[src/rtl/alu_pkg.sv]
// Shared opcode encoding, multiplier FSM states and opcode legality check
// for the pipelined Beta ALU.
package alu_pkg;

  typedef enum logic [4:0] {
    OP_ADD   = 5'b00000,
    OP_SUB   = 5'b00001,
    OP_MUL   = 5'b00010,
    OP_CMPEQ = 5'b00101,
    OP_CMPLT = 5'b00111,
    OP_CMPLE = 5'b01111,
    OP_SHL   = 5'b01000,
    OP_SHR   = 5'b01001,
    OP_SRA   = 5'b01011,
    OP_AND   = 5'b11000,
    OP_OR    = 5'b11110,
    OP_XOR   = 5'b10110
  } alu_op_e;

  typedef enum logic [1:0] {
    IDLE = 2'd0,
    BUSY = 2'd1,
    DONE = 2'd2
  } mul_state_e;

  // Any opcode with this MSB is a BOOL op; the low four bits are its truth table.
  localparam logic BOOL_PREFIX = 1'b1;

  function automatic logic is_legal(input logic [4:0] op);
    case (op)
      OP_ADD, OP_SUB, OP_MUL, OP_CMPEQ, OP_CMPLT, OP_CMPLE,
      OP_SHL, OP_SHR, OP_SRA: return 1'b1;
      default:                return op[4] == BOOL_PREFIX;
    endcase
  endfunction

endpackage

[src/rtl/alu_mul_iter.sv]
// Iterative shift-and-add multiplier retiring MUL_STEP bits of b per cycle.
// last is high during the final accumulation cycle; product is valid after it.
module alu_mul_iter #(
  parameter int WIDTH    = 32,
  parameter int MUL_STEP = 1
) (
  input  logic             clk,
  input  logic             reset_n,
  input  logic             clear,
  input  logic             start,
  input  logic [WIDTH-1:0] a,
  input  logic [WIDTH-1:0] b,
  output logic             last,
  output logic [WIDTH-1:0] product
);

  localparam int STEPS = WIDTH / MUL_STEP;
  localparam int CW    = $clog2(STEPS) + 1;

  logic [WIDTH-1:0] a_sh, b_sh, acc, pp;
  logic [CW-1:0]    cnt;
  logic             busy;

  // Only the low WIDTH bits of each partial product can reach the result.
  assign pp      = a_sh * {{(WIDTH-MUL_STEP){1'b0}}, b_sh[MUL_STEP-1:0]};
  assign last    = busy & (cnt == '0);
  assign product = acc;

  always_ff @(posedge clk or negedge reset_n) begin
    if (!reset_n) begin
      a_sh <= '0;
      b_sh <= '0;
      acc  <= '0;
      cnt  <= '0;
      busy <= 1'b0;
    end else if (clear) begin
      busy <= 1'b0;
    end else if (start) begin
      a_sh <= a;
      b_sh <= b;
      acc  <= '0;
      cnt  <= CW'(STEPS - 1);
      busy <= 1'b1;
    end else if (busy) begin
      acc  <= acc + pp;
      a_sh <= a_sh << MUL_STEP;
      b_sh <= b_sh >> MUL_STEP;
      cnt  <= cnt - 1'b1;
      if (cnt == '0) busy <= 1'b0;
    end
  end

endmodule

[src/rtl/alu_pipe.sv]
// Registered, valid/ready Beta ALU with an iterative multiplier.
//   state | meaning
//   IDLE  | accepting ops; single-cycle results go straight to the output register
//   BUSY  | multiplier accumulating, input stalled
//   DONE  | product ready, waiting for the output register to free up
module alu_pipe
  import alu_pkg::*;
#(
  parameter int WIDTH    = 32,
  parameter int MUL_STEP = 1
) (
  input  logic             clk,
  input  logic             reset_n,
  input  logic             flush,
  input  logic             in_valid,
  output logic             in_ready,
  input  logic [4:0]       alu_op,
  input  logic [WIDTH-1:0] a,
  input  logic [WIDTH-1:0] b,
  output logic             out_valid,
  input  logic             out_ready,
  output logic [WIDTH-1:0] y,
  output logic             z,
  output logic             v,
  output logic             n,
  output logic             illegal
);

  localparam int SHW = $clog2(WIDTH);
  localparam int M   = WIDTH - 1;

  mul_state_e       state, state_nx;
  logic             out_free, accept, mul_start, mul_last, load_alu, load_mul;
  logic [WIDTH-1:0] product, sum, diff, bool_y, r_y;
  logic             r_z, r_v, r_n, r_ill, v_add, v_sub, lt;
  logic [SHW-1:0]   shamt;

  assign out_free  = !out_valid | out_ready;
  assign in_ready  = (state == IDLE) & out_free & !flush;
  assign accept    = in_valid & in_ready;
  assign mul_start = accept & (alu_op == OP_MUL);
  assign load_alu  = accept & (alu_op != OP_MUL);
  assign load_mul  = (state == DONE) & out_free & !flush;

  assign sum   = a + b;
  assign diff  = a - b;
  assign v_add = (a[M] == b[M]) & (sum[M] != a[M]);
  assign v_sub = (a[M] != b[M]) & (diff[M] != a[M]);
  assign lt    = diff[M] ^ v_sub;
  assign shamt = b[SHW-1:0];

  always_comb begin
    bool_y = '0;
    for (int i = 0; i < WIDTH; i++) bool_y[i] = alu_op[{a[i], b[i]}];
  end

  always_comb begin
    r_y   = '0;
    r_v   = 1'b0;
    r_ill = 1'b0;
    case (alu_op)
      OP_ADD:   begin r_y = sum;  r_v = v_add; end
      OP_SUB:   begin r_y = diff; r_v = v_sub; end
      OP_CMPEQ: begin r_y = WIDTH'(diff == '0);        r_v = v_sub; end
      OP_CMPLT: begin r_y = WIDTH'(lt);                r_v = v_sub; end
      OP_CMPLE: begin r_y = WIDTH'(lt | (diff == '0)); r_v = v_sub; end
      OP_SHL:   r_y = a << shamt;
      OP_SHR:   r_y = a >> shamt;
      OP_SRA:   r_y = $unsigned($signed(a) >>> shamt);
      default: begin
        r_ill = !is_legal(alu_op);
        r_y   = r_ill ? '0 : bool_y;
      end
    endcase
    // Compares report the flags of a-b, not of their 0/1 result.
    if (alu_op == OP_CMPEQ || alu_op == OP_CMPLT || alu_op == OP_CMPLE) begin
      r_z = (diff == '0);
      r_n = diff[M];
    end else begin
      r_z = (r_y == '0);
      r_n = r_y[M];
    end
  end

  alu_mul_iter #(.WIDTH(WIDTH), .MUL_STEP(MUL_STEP)) u_mul (
    .clk     (clk),
    .reset_n (reset_n),
    .clear   (flush),
    .start   (mul_start),
    .a       (a),
    .b       (b),
    .last    (mul_last),
    .product (product)
  );

  always_ff @(posedge clk or negedge reset_n) begin
    if (!reset_n) state <= IDLE;
    else          state <= state_nx;
  end

  always_comb begin
    state_nx = state;
    case (state)
      IDLE:    if (mul_start) state_nx = BUSY;
      BUSY:    if (mul_last)  state_nx = DONE;
      DONE:    if (out_free)  state_nx = IDLE;
      default: state_nx = IDLE;
    endcase
    if (flush) state_nx = IDLE;
  end

  always_ff @(posedge clk or negedge reset_n) begin
    if (!reset_n) begin
      out_valid <= 1'b0;
      y         <= '0;
      z         <= 1'b0;
      v         <= 1'b0;
      n         <= 1'b0;
      illegal   <= 1'b0;
    end else if (flush) begin
      out_valid <= 1'b0;
      illegal   <= 1'b0;
    end else if (load_alu) begin
      out_valid <= 1'b1;
      y         <= r_y;
      z         <= r_z;
      v         <= r_v;
      n         <= r_n;
      illegal   <= r_ill;
    end else if (load_mul) begin
      out_valid <= 1'b1;
      y         <= product;
      z         <= (product == '0);
      v         <= 1'b0;
      n         <= product[M];
      illegal   <= 1'b0;
    end else if (out_ready) begin
      out_valid <= 1'b0;
    end
  end

endmodule

[config.mk]
export PLATFORM = sky130hd
export DESIGN_NAME = alu_pipe
export DESIGN_NICKNAME = d
export VERILOG_FILES = /design/src/rtl/alu_pkg.sv /design/src/rtl/alu_mul_iter.sv /design/src/rtl/alu_pipe.sv
export SDC_FILE = /design/constraint.sdc
export NUM_CORES = 1
export LEC_CHECK = 0
export BUFFER_PORTS_ARGS = -buffer_cell sky130_fd_sc_hd__buf_2
export CAP_MARGIN = 25
export CORE_MARGIN = 1.5
export CORE_UTILIZATION = 40
export CTS_CLUSTER_SIZE = 14
export DETAILED_ROUTE_END_ITERATION = 10
export HOLD_SLACK_MARGIN = 0.1
export SETUP_SLACK_MARGIN = 0.15
export SKIP_CTS_REPAIR_TIMING = 1
export SYNTH_ARGS = -nofsm -noshare
export SYNTH_HDL_FRONTEND = slang
export SYNTH_SLANG_ARGS = --single-unit
[constraint.sdc]
create_clock -name clk -period 5.2 [get_ports clk]
set_clock_uncertainty 0.1 [all_clocks]
set_input_delay 0.78 -clock clk [delete_from_list [all_inputs] [get_ports clk]]
set_output_delay 0.78 -clock clk [all_outputs]
set_load 0.01 [all_outputs]
==> impl_metrics.toml <==
[status]
status = "finished, final reports clean"

[drt]
drt-total-wl_mm = 92.59
drt-initial-drc-count = 2268
vias = 20670
wl_per_cell_um = 29.31
ant_nets = 0
via_per_inst = 6.542
first_pass_iters = 5
drc = 0

[cts]
clockBufferDepth = 2
numCtsBuffers = 17
htreeDepth = 4
root_buffer = "clkbuf_16"
cts_sinks = 142
clkTransAtPathRegs_ns = 0.07
cts_tree = "built"
clock_latency_ns = 0.49

[critical_path]
crit_required_ns = 5.51
critical_path_class = "in -> reg"
crit_arrival_ns = 5.48
timing.critical_path.buf_inv = 1
slowest_delay_ns = 0.49
cp_max_fo = 4
slowest_stage = "fa_1"
path_delay_family = "compound AO/OA/AOI/OAI gates"
cp-end-kind = "flop"
cp-start-kind = "input pin"

[sta]
rsz0062_at_grt = "true"
fin_crit_sh = 0.9949
timing.fmax_mhz = 193.3
period_minus_slack_ns = 5.173
relSlewSlack = 0.3107
setup_viol = 0
setup_ws_ns = 0.02658
hold_violations = 0
tightest_slew_ns = 1.034
slew_violations = 0

[placement]
dpl_cell_area_um2 = 20700
portBuffers = 111
gp_congestion = 1.017
dp_hpwl_mm = 71.48
dp_slack_ns = -1.344

[finish]
nNetsFinal = 2729
syn2layout_area_growth_pct = 20.90
layout-drive-gt1-share = 0.2357
final_util = 0.4898
seqCellArea_um2 = 3553
multi_input_area_um2 = 13580
nFillCells = 4411
antenna_cells = 0
final_area_um2 = 21660

[global_route]
grt_pass1_vias = 19780
grt-ovfl-total = 0
grt_antenna_before_repair = 0
grt_max_degree = 89
grt_usage = 0.3973
grt_pass1_wl_mm = 134.8

[die]
num_io_pins = 112
die_h_um = 214.6
start_util = 0.4051
die_x_um = 214.6
num_rows = 77
dieArea_um2 = 46070
coreArea_um2 = 44220

[yosys]
synth-simple-area-share = 0.2302
yosys_warnings = 0
ys_seq_elements = 142
async_reset_ff_frac = 1.000
synth_fa_ha_area_frac = 0.07221
synth_cell_type_count = 85
synth_seq_area_share = 0.1983
synth-compound-area-share = 0.2534
synth_area_um2 = 17920
synthCells = 2318
synth_top_family_by_area = "compound AO/OA/AOI/OAI gates"
syn_nets = 2493
avgSynthCellArea_um2 = 7.729
synth_edf_count = 0
synth-main-ff-cell = "dfrtp_1"
synth_mux_area_frac = 0.1581
synth_xor_area_frac = 0.02298

[power]
p_sw_frac = 0.4189
combPwrFrac = 0.446
p_int_uw = 2941
leakagePower_uw = 0.009345
seq_power_share = 0.288
switchingPower_uw = 2120
p_per_area_nw_per_um2 = 233.6
power_frac_clock = 0.266
ir_drop_uv = 285.0

[hold_path]
hold_class = "in -> async"

[flow_run]
cap_viol_max_count = 0
[state kept, by name (all words and copies together), names as in the netlist]
signal	flops
illegal	1
n	1
out_valid	1
state	2
u_mul.a_sh	32
u_mul.b_sh	32
u_mul.busy	1
u_mul.cnt	6
u_mul.product	32
v	1
y	32
z	1
[cells in the mapped netlist (7+ instances only)]
master | number | area, um2
mux4_2 | 79 | 1779
a21o_1 | 32 | 240.2
or2_2 | 9 | 56.30
buf_4 | 9 | 67.56
a31oi_1 | 96 | 600.6
mux2i_1 | 61 | 610.6
a211o_1 | 10 | 87.58
and3_1 | 17 | 106.4
nor3_1 | 57 | 285.3
a2111oi_0 | 7 | 61.31
o21bai_1 | 14 | 105.1
a41oi_1 | 7 | 61.31
o21ai_0 | 111 | 555.5
mux4_1 | 10 | 262.8
nand4_1 | 24 | 150.1
a221o_1 | 9 | 90.09
o21a_1 | 19 | 142.6
a211oi_1 | 40 | 300.3
o22ai_1 | 20 | 125.1
buf_2 | 24 | 120.1
nand3_1 | 55 | 275.3
o211ai_1 | 39 | 292.8
nor4_1 | 36 | 225.2
nand2_1 | 334 | 1254
o2111ai_1 | 10 | 87.58
or3_1 | 21 | 131.4
xnor2_1 | 41 | 359.1
a21oi_1 | 163 | 815.8
mux2_2 | 16 | 180.2
o31ai_1 | 14 | 105.1
a221oi_1 | 8 | 70.07
and2_1 | 43 | 269.0
buf_1 | 8 | 30.03
o221ai_1 | 10 | 87.58
clkbuf_1 | 138 | 518.0
dfrtp_1 | 142 | 3553
nor2_1 | 230 | 863.3
a22oi_1 | 7 | 52.55
nor2b_1 | 20 | 125.1
inv_1 | 89 | 334.1
nand2b_1 | 19 | 118.9
ha_1 | 97 | 1214
a311oi_1 | 7 | 61.31
[per-layer routing]
layer	track usage	up-vias	part of all wire
li1	-	9095	-
met1	0.5150	10320	0.41
met2	0.6304	1067	0.45
met3	0.08681	188	0.086
met4	0.1864	0	0.052
met5	0	-	0
[power groups by stage]
stage	Combinational (uW)	Sequential (uW)	Clock, uW
finish	2260	1460	1350
global route	2410	1480	1410
CTS	2170	1450	1380
detailed placement	2160	1470	0
global placement	2140	1460	0
floorplan	1240	1430	0
[cell families after synthesis]
logic type	count (synthesis)
xor gates and xnor gates	47
adders and majority gates	101
buffers and inverters	277
muxes	166
AOI/OAI and AO/OA	688
DFF	142
and+or+nand+nor	897
[final cells by class]
class / instances / share of cell area
well taps: 592 / 0.03420
clock buffers: 18 / 0.02028
multi-input cells: 1899 / 0.6268
repair buffers: 402 / 0.1301
clock inverters: 14 / 0.008030
inverters: 92 / 0.01658
flip-flops and latches: 142 / 0.1641
[worst paths after layout]
path,from,end,slack [ns],cells past startpoint
setup reg to reg,u_mul.b_sh[0]$_DFFE_PN0P_,u_mul.product[31]$_DFFE_PN0P_,1.16,14
hold reg to reg,y[14]$_DFFE_PN0P_,y[14]$_DFFE_PN0P_,0.38,2
hold / removal,reset_n,u_mul.cnt[1]$_DFFE_PN0P_,0.20,1
max in group asynchronous,reset_n,u_mul.b_sh[7]$_DFFE_PN0P_,3.74,2
min in group clk,y[14]$_DFFE_PN0P_,y[14]$_DFFE_PN0P_,0.38,2
setup / recovery,a[9],y[0]$_DFFE_PN0P_,0.03,25
[cells in the final DEF (no fill, tap or decap), drive strengths merged, types with 61 or more instances in the layout]
master / instances
buf: 401
dfrtp: 142
o21ai: 117
mux4: 89
a21oi: 163
nor2: 230
a31oi: 96
mux2i: 61
ha: 97
inv: 96
nand2: 334
[worst register-to-register path: stages (launching register included)]
cell and delay, ns:
dfrtp_1 0.49, buf_4 0.27, and2_1 0.17, ha_1 0.36
nand3_1 0.11, a211oi_1 0.56, o2111ai_1 0.20, nand2_1 0.17
a311oi_1 0.12, buf_4 0.17, o21a_1 0.23, o211a_1 0.27
or3_1 0.37, a31o_2 0.26, a21oi_1 0.11
[per-stage QoR]
stage	hold WS, ns	cells	setup TNS [ns]	power (uW)
2_1_floorplan	0.3671	2318	-1.144	2676
5_1_grt	0.2315	3159	-0.3118	5291
6_report	0.1956	3159	0	5061
3_3_place_gp	0.3607	3123	-2.095	3605
3_5_place_dp	0.3655	3123	-2.696	3622
4_1_cts	0.1826	3155	-1.686	5001
Note: power is estimated with default switching activity, not from simulation.
